==> src/rtl/ebi_pin_array.sv <==
// ebi_pin_array: EBI register-mapped array of square/PWM pin channels with phase restart and readable counters
// Optional pin sampling (MODE 5 and the SAMPLE register) is built only when PIN_SAMPLE_EN is defined.
module ebi_pin_array #(
    parameter int NUM_PINS  = 4,
    parameter int ADDR_W    = 19,
    parameter int BASE_ADDR = 32,
    parameter int CNT_W     = 16
) (
    input  logic                clk,
    input  logic                reset,
    input  logic [ADDR_W-1:0]   ebi_addr,
    input  logic [15:0]         ebi_data_in,
    output logic [15:0]         ebi_data_out,
    input  logic                ebi_wr,
    input  logic                ebi_rd,
    input  logic                ebi_cs,
    input  logic [NUM_PINS-1:0] pin_in,
    output logic [NUM_PINS-1:0] pin_out,
    output logic [NUM_PINS-1:0] pin_oe
);
    logic [ADDR_W-1:0]   off;
    logic [ADDR_W-4:0]   chan;
    logic [2:0]          r;
    logic                hit;
    logic                wr_s1;
    logic                wr_s2;
    logic                wr_s3;
    logic                wr_vld;
    logic                wr_arm;
    logic                wr_en;
    logic [15:0]         rd_val [NUM_PINS];
    logic [15:0]         rd_mux;
    logic [NUM_PINS-1:0] drv;
    logic [NUM_PINS-1:0] oe;

    assign off  = ebi_addr - ADDR_W'(BASE_ADDR);
    assign chan = off[ADDR_W-1:3];
    assign r    = off[2:0];
    assign hit  = ebi_addr >= ADDR_W'(BASE_ADDR) && off < ADDR_W'(8 * NUM_PINS) && r != 3'd7;

    // wr_arm stays low until the synchronised strobe has been seen low, so a strobe held across reset is not an edge
    always_ff @(posedge clk) begin
        if (reset) begin
            wr_s1  <= 1'b0;
            wr_s2  <= 1'b0;
            wr_s3  <= 1'b0;
            wr_vld <= 1'b0;
            wr_arm <= 1'b0;
        end else begin
            wr_s1  <= ebi_wr;
            wr_s2  <= wr_s1;
            wr_s3  <= wr_s2;
            wr_vld <= 1'b1;
            wr_arm <= wr_arm | (wr_vld & ~wr_s1);
        end
    end

    assign wr_en = wr_arm && wr_s2 && !wr_s3 && ebi_cs && hit;

`ifdef PIN_SAMPLE_EN
    logic [NUM_PINS-1:0] pin_s1;
    logic [NUM_PINS-1:0] pin_s2;

    always_ff @(posedge clk) begin
        if (reset) begin
            pin_s1 <= '0;
            pin_s2 <= '0;
        end else begin
            pin_s1 <= pin_in;
            pin_s2 <= pin_s1;
        end
    end
`else
    logic unused_pins;
    assign unused_pins = ^pin_in;
`endif

    genvar c;
    generate
        for (c = 0; c < NUM_PINS; c++) begin : g_ch
            logic [2:0]       mode;
            logic [CNT_W-1:0] period;
            logic [CNT_W-1:0] duty;
            logic [CNT_W-1:0] phase;
            logic [CNT_W-1:0] count;
            logic [15:0]      sample;
            logic             run;
            logic             we;
            logic             restart;
            logic             wrap;
            logic             sq;
            logic             pwm;

            assign we      = wr_en && chan == (ADDR_W-3)'(c);
            assign restart = we && r == 3'd5 && ebi_data_in[1];
            assign wrap    = period < CNT_W'(2) || count >= period - CNT_W'(1);

            always_ff @(posedge clk) begin
                if (reset) begin
                    mode   <= '0;
                    period <= '0;
                    duty   <= '0;
                    phase  <= '0;
                    count  <= '0;
                    run    <= 1'b0;
                end else begin
                    if (we && r == 3'd0) mode <= ebi_data_in[2:0];
                    if (we && r == 3'd1) period <= ebi_data_in[CNT_W-1:0];
                    if (we && r == 3'd2) duty <= ebi_data_in[CNT_W-1:0];
                    if (we && r == 3'd3) phase <= ebi_data_in[CNT_W-1:0];
                    if (we && r == 3'd5) run <= ebi_data_in[0];
                    if (restart) count <= phase < period ? phase : '0;
                    else if (run) count <= wrap ? '0 : count + CNT_W'(1);
                end
            end

`ifdef PIN_SAMPLE_EN
            always_ff @(posedge clk) begin
                if (reset || restart) sample <= '0;
                else if (run && wrap && mode == 3'd5) sample <= {sample[14:0], pin_s2[c]};
            end
`else
            assign sample = '0;
`endif

            assign sq     = period < CNT_W'(2) || count < (period >> 1);
            assign pwm    = duty != '0 && (duty >= period || count < duty);
            assign drv[c] = mode == 3'd2 || (mode == 3'd3 && sq) || (mode == 3'd4 && pwm);
            assign oe[c]  = mode >= 3'd1 && mode <= 3'd4;

            assign rd_val[c] = r == 3'd0 ? 16'(mode) :
                               r == 3'd1 ? 16'(period) :
                               r == 3'd2 ? 16'(duty) :
                               r == 3'd3 ? 16'(phase) :
                               r == 3'd4 ? 16'(count) :
                               r == 3'd5 ? 16'(run) :
                               r == 3'd6 ? sample : 16'h0;
        end
    endgenerate

    always_comb begin
        rd_mux = 16'h0;
        for (int i = 0; i < NUM_PINS; i++)
            if (hit && chan == (ADDR_W-3)'(i)) rd_mux = rd_val[i];
    end

    always_ff @(posedge clk) begin
        if (reset) begin
            pin_out      <= '0;
            pin_oe       <= '0;
            ebi_data_out <= '0;
        end else begin
            pin_out      <= drv;
            pin_oe       <= oe;
            ebi_data_out <= ebi_cs && ebi_rd ? rd_mux : 16'h0;
        end
    end
endmodule
==> config.mk <==
export PLATFORM = sky130hd
export DESIGN_NAME = ebi_pin_array
export DESIGN_NICKNAME = d
export VERILOG_FILES = /design/src/rtl/ebi_pin_array.sv
export SDC_FILE = /design/constraint.sdc
export NUM_CORES = 1
export LEC_CHECK = 0
export CORE_MARGIN = 1.5
export CORE_UTILIZATION = 45
export DETAILED_ROUTE_END_ITERATION = 8
export DONT_BUFFER_PORTS = 1
export PLACE_DENSITY = 0.72
export SETUP_SLACK_MARGIN = 0.2
export SYNTH_ARGS = -nofsm -noshare
export SYNTH_HDL_FRONTEND = slang
export SYNTH_SLANG_ARGS = --single-unit
==> constraint.sdc <==
create_clock -name clk -period 3.9 [get_ports clk]
set_input_delay 0.975 -clock clk [delete_from_list [all_inputs] [get_ports clk]]
set_output_delay 0.975 -clock clk [all_outputs]
set_load 0.01 [all_outputs]
==> summary.md, run 1 <==
| Metric | Value |
|---|---|
| Vias per cell | 6.48 |
| Global route hottest layer | met2 |
| CTS Root Cell | clkbuf_16 |
| Routed length per instance | 23.4 um |
| MaxCap Viol Count | 0 |
| Setup crit end kind | flip-flop |
| M1 GR Usage | 0.402 |
| Initial antenna violation count | 2 |
| Count of final max-slew check failures | 0 |
| Hold-fix buffers, CTS | 0 |
| GRT Total Usage | 0.318 |
| Total wire length | 82900 um |
| Minimum clock period | 3.52 ns |
| Outcome | finished, final reports clean |
| Worst slew margin | 0.250 |
| Initial Utilization | 0.458 |
| Post-Route Setup TNS | 0 ns |
| DRC | 0 |
| TritonCTS buffer count | 36 |
| Worst Hold Class | reg2reg |
| Grt met3 use | 0.0750 |
| FF+latch count, synth | 301 |
| Clk sink count | 301 |
| Startpoint type of the worst setup path | flip-flop |
| Dpl ws | 0.213 ns |
| Maximum clock path buffer count | 3 |
| Area of the core | 49200 um^2 |
| # port buffers | 0 |
| Die Width | 227 um |
| Syn nets | 3273 |
| Top FF cell, synth | dfxtp_1 |
| Yosys warning total | 0 |
| P_leak | 9.27 nW |
| Layout area overhead | 8.47% |
| GPL Wtd Cong | 1.04 |
| Power Total | 6.79 mW |
| WS Path Type | reg2reg |
| Drt pass-1 iters | 8 |
| Die area | 51400 um^2 |
| HPWL after DPL | 59700 um |
| Post-CTS setup buffers | 0 |
| Post-synthesis cell count | 2917 |
| Clk_lat worst skew | 0.56 ns |
| Pin count of the biggest net entering global routing | 280 |
| Via count | 22900 |
| Fraction of layout cells with a size suffix above 1 | 0.0616 |
| Nets | 3204 |
| Yosys cell types | 82 |
| ANT nets after route | 0 |
| RSZ-0062 raised after global routing | true |
| Crit path DAT | 3.99 ns |
| Maximum vdd drop | 225 uV |
| Vert. Die Dim | 227 um |
| # rows | 81 |
| First-pass GRT wire length | 126000 um |
| Post-Synthesis Cell Area | 22500 um^2 |
| Final Hold Fails | 0 |
| Syn Area/Cell | 7.72 um^2 |
| # setup viols final | 0 |
| Fin crit share | 0.903 |
| Ys async rst share | 0 |
| DR iter-0 viols | 2799 |
| I/O Pins | 68 |
| Fin Clk Skew | 0.0169 ns |
| Worst-path maximum fanout | 11 |
| Pwr dens | 278 nW/um^2 |
| Fin worst setup slack | 0.380 ns |
| CTS tree | yes |
| Grt total ovfl | 0 |
| Actual slew at the worst max-slew pin | 1.12 ns |
| Worst-path clk slew | 0.06 ns |
| H-tree levels | 2 |
| Met2 GRT Util | 0.497 |
| Vias in the first global route | 21200 |
| CP required | 4.37 ns |
| Register area share after synthesis | 0.268 |
| Number of enable flip-flop cells after synthesis | 0 |
| Antenna cells | 0 |
| Highest Clock Rate | 284 MHz |
-- worst max-delay path, cell delays in order (launching register included) --
cell,delay (ns)
dfxtp_1,0.35
inv_1,0.14
ha_1,0.22
nand3_2,0.13
nor3_4,0.22
nand2_2,0.13
nor4_2,0.20
xnor2_1,0.20
ha_1,0.29
nand4_1,0.12
nor3_1,0.07
a2111o_1,0.42
a211oi_4,0.29
nand2_4,0.14
or3_1,0.34
a31oi_1,0.17
-- registers in the layout, summed over array words and instances, names as in the netlist --
name          cells
wr_s1             1
wr_s3             1
g_ch.duty        64
wr_vld            1
wr_s2             1
g_ch.count       64
pin_out           4
g_ch.phase       64
g_ch.mode        12
ebi_data_out     16
pin_oe            4
wr_arm            1
g_ch.run          4
g_ch.period      64
-- per-layer routing --
layer  routed length, um  part of all wire
met1               33200              0.40
met5                  13           0.00016
met3                8520              0.10
met2               36300              0.44
met4                4850             0.058
-- power by group --
part / total, mW / switching (mW) / leakage (nW) / internal [mW]
sequential: 3.08 / 0.00125 / 2.42 / 3.08
clock: 3.55 / 1.43 / 0.588 / 2.12
combinational: 0.162 / 0.113 / 6.26 / 0.0487
-- cell usage in the layout (no fill, tap or decap), types with 9 or more instances in the layout --
cell and instances:
nor2b_1 22, a221oi_1 18, mux2i_1 80, buf_4 54
xnor2_1 57, o31ai_1 11, a2111oi_0 9, nor3_1 57
nor2_1 143, o22ai_1 33, a21oi_1 316, o221ai_1 15
and3_1 21, a32o_1 9, a211oi_1 35, clkbuf_16 37
a22oi_1 89, inv_1 154, or2_2 11, ha_1 312
nand3_1 137, nand2_1 420, o211ai_1 11, a31oi_1 15
dfxtp_1 301, or3_1 13, o21ai_0 191, a21o_1 13
nor4_1 37, nand4_1 44, nand2b_1 16
-- area by class of cell --
cell class | instances | area [um^2]
clock buffers | 50 | 1030
clock inverters | 12 | 173
fillers | 4676 | 24700
inverters | 155 | 582
multi-input cells | 2299 | 15400
flip-flops and latches | 301 | 6030
well taps | 664 | 831
repair buffers | 55 | 417
-- cells in the mapped netlist, types with 9 or more instances --
cell	number	area, um^2
buf_2	29	145
nand2b_1	16	100
a221oi_1	18	158
a211oi_1	35	263
and3_1	21	131
nor4_1	39	244
o22ai_1	33	206
xnor2_1	57	499
ha_1	312	3900
a21o_1	13	97.6
nor2b_1	24	150
a22oi_1	89	668
a2111oi_0	10	87.6
nand3_1	139	696
nor3_1	61	305
nor2_1	146	548
clkbuf_1	122	458
a31oi_1	15	93.8
o211ai_1	11	82.6
nand4_1	44	275
inv_1	154	578
mux2i_1	80	801
dfxtp_1	301	6030
a21oi_1	317	1590
o31ai_1	11	82.6
o221ai_1	15	131
a32o_1	9	90.1
nand2_1	421	1580
or2_2	11	68.8
or3_1	13	81.3
o21ai_0	191	956
-- cells by family after synthesis --
logic type / count (synthesis) / synth area share
AND/OR/NAND/NOR: 1000 / 0.212
AO/OA/AOI/OAI: 842 / 0.230
buffers and inverters: 317 / 0.0555
adder cells (fa/ha/maj): 312 / 0.173
flip-flops: 301 / 0.268
multiplexers: 84 / 0.0381
XOR/XNOR: 61 / 0.0237
-- path summary, 6_finish.rpt --
kind	startpoint	end	slack (ns)	depth (start not counted)
max	g_ch[3].period[1]	g_ch[3].count[3]	0.38	15
min	wr_vld	wr_arm	0.46	2
max reg2reg	g_ch[3].period[1]	g_ch[3].count[3]	0.38	15
min reg2reg	wr_vld	wr_arm	0.46	2
-- per-stage QoR --
stage                     instance area (um^2)  hold WS, ns  std cells   util
after floorplan                          22500        0.416       2917      -
after global placement                   23100        0.437       3474  0.470
after detailed placement                 23100        0.445       3474  0.470
after CTS                                24300        0.459       3536  0.495
after global routing                     24400        0.496       3536  0.497
final                                    24400        0.461       3536  0.497
-- what timing repair did --
action | in CTS | in global routing
pin swaps | 0 | 2
cloned | 0 | 0
resized for setup | 1 | 19
setup endpoints to repair | 1 | 44
endpoints found under the hold margin | 0 | 0
Power figures use the tool's default switching activity.
==> run 2: changes to the inputs <==
CTS_CLUSTER_SIZE = 12   (was unset)
GPL_TIMING_DRIVEN = 1   (was unset)
==> summary.md, run 2 (synthesized netlist as in run 1, its figures left out) <==
| Metric | Value |
|---|---|
| DR iter-0 viols | 2693 (-3.8%) |
| Drt pass-1 iters | 7 (-1) |
| Initial antenna violation count | 2 (unchanged) |
| ANT nets after route | 0 (unchanged) |
| Hold-fix buffers, CTS | 0 (unchanged) |
| # port buffers | 0 (unchanged) |
| Placed Cells | 3474 (unchanged) |
| Minimum clock period | 3.50 ns (-0.0153 ns) |
| Outcome | finished, final reports clean |
| Post-Route Setup TNS | 0 ns (unchanged) |
| Fraction of layout cells with a size suffix above 1 | 0.0610 (-0.000654) |
| # rows | 81 (unchanged) |
| Commonest non-fill, non-tap cell in the layout | nand2_1 |
| Commonest non-fill, non-tap cells in the layout | 420 x nand2_1, 316 x a21oi_1, 312 x ha_1, 301 x dfxtp_1, 191 x o21ai_0 |
| Layout area overhead | 8.44% (about the same) |
| Power Total | 6.77 mW (-0.22%) |
| Area of the core | 49200 um^2 (unchanged) |
| Vert. Die Dim | 227 um (unchanged) |
| CTS Root Cell | clkbuf_16 |
| Count of final max-slew check failures | 0 (unchanged) |
| # setup viols final | 0 (unchanged) |
| Crit path from | g_ch[3].period[1] |
| HPWL after DPL | 59700 um (unchanged) |
| Actual slew at the worst max-slew pin | 1.10 ns (-0.0223 ns) |
| Grt total ovfl | 0 (unchanged) |
| Clk_lat worst skew | 0.56 ns (about the same) |
| Vias per cell | 6.48 (about the same) |
| H-tree levels | 2 (unchanged) |
| Vias in the first global route | 21200 (+0.24%) |
| TritonCTS buffer count | 36 (unchanged) |
| Maximum clock path buffer count | 3 (unchanged) |
| WS Path Type | reg2reg |
| I/O Pins | 68 (unchanged) |
| GPL Wtd Cong | 1.04 (unchanged) |
| Total wire length | 83100 um (+0.25%) |
| Nets | 3204 (unchanged) |
| Maximum vdd drop | 226 uV (about the same) |
| Worst slew margin | 0.265 (+0.0149) |
| Routed length per instance | 23.5 um (+0.28%) |
| Highest Clock Rate | 285 MHz (+0.44%) |
| Worst-path clk slew | 0.06 ns (about the same) |
| Final Hold Fails | 0 (unchanged) |
| Initial Utilization | 0.458 (unchanged) |
| Pin count of the biggest net entering global routing | 280 (unchanged) |
| Critical hold path startpoint | wr_vld |
| Worst-path maximum fanout | 17 (+6) |
| Via count | 22900 (+0.057%) |
| RSZ-0062 raised after global routing | true |
| CP required | 4.38 ns (about the same) |
| Startpoint type of the worst setup path | flip-flop |
| First-pass GRT wire length | 126000 um (about the same) |
| P_leak | 9.26 nW (-0.12%) |
| Reg2Reg Launch Point | g_ch[3].period[1] |
| DRC | 0 (unchanged) |
| Die Width | 227 um (unchanged) |
| Fin cells | 3535 (-0.028%) |
| Pwr dens | 277 nW/um^2 (-0.19%) |
| Worst Hold Class | reg2reg |
| MaxCap Viol Count | 0 (unchanged) |
| Fill count | 4680 (+0.086%) |
| Hold slack | 0.456 ns (-0.00582 ns) |
| Fin Clk Skew | 0.0217 ns (+0.00472 ns) |
| Final Util | 0.497 (about the same) |
| Fin crit share | 0.899 (-0.00392) |
| Clk sink count | 301 (unchanged) |
| CTS tree | yes |
| Die area | 51400 um^2 (unchanged) |
| GRT Total Usage | 0.318 (about the same) |
| Setup crit end kind | flip-flop |
| Crit path DAT | 3.99 ns (about the same) |
## run 2: timing repair
item	in CTS	in global routing
endpoints found under the setup margin	1	44
buffers inserted	0	0
pin swaps	0	1
resized for setup	1	20
## run 2: stage by stage
stage	setup slack [ns]	instance area [um^2]
6_report	0.395	24400
5_1_grt	0.173	24400
4_1_cts	0.272	24300
3_5_place_dp	0.213	23100
3_3_place_gp	0.294	23100
2_1_floorplan	0.508	22500
## run 2: layer usage
layer	wire (um)	track usage	vias up
li1	-	-	10500
met1	33500	0.399	10900
met2	36400	0.499	1211
met3	8260	0.0763	279
met4	4960	0.178	2
met5	9	0	-
## run 2: final timing paths
check	to	cells after the start	slack [ns]
max	g_ch[3].count[10]	16	0.40
min	wr_arm	2	0.46
max reg2reg	g_ch[3].count[10]	16	0.40
min reg2reg	wr_arm	2	0.46
## run 2: final cells by class
| type | count | area, um^2 | area share |
|---|---|---|---|
| Inverter | 155 | 582 | 0.0238 |
| Antenna cell | 1 | 2.50 | 0.000102 |
| Timing Repair Buffer | 55 | 417 | 0.0171 |
| Tap cell | 664 | 831 | 0.0340 |
| Sequential cell | 301 | 6030 | 0.247 |
| Clock buffer | 50 | 1030 | 0.0424 |
| Multi-Input combinational cell | 2299 | 15400 | 0.629 |
| Clock inverter | 10 | 160 | 0.00656 |
## run 2: worst max-delay path, cell delays in order (launching register included)
cell	delay (ns)
dfxtp_1	0.35
inv_1	0.14
ha_1	0.20
nand3_1	0.17
nor3_4	0.20
nand2_2	0.13
nor4_2	0.20
xnor2_1	0.20
ha_1	0.29
nand4_1	0.12
nor3_1	0.07
a2111o_1	0.42
a211oi_4	0.29
buf_6	0.24
a21boi_0	0.20
a21oi_1	0.07
o2bb2ai_1	0.15
## run 2: report_power, final
part	switching, mW	total [mW]	internal [mW]	leakage (nW)
combinational	0.113	0.162	0.0487	6.25
sequential	0.00122	3.08	3.08	2.42
clock	1.42	3.53	2.11	0.584
total	1.54	6.77	5.24	9.26
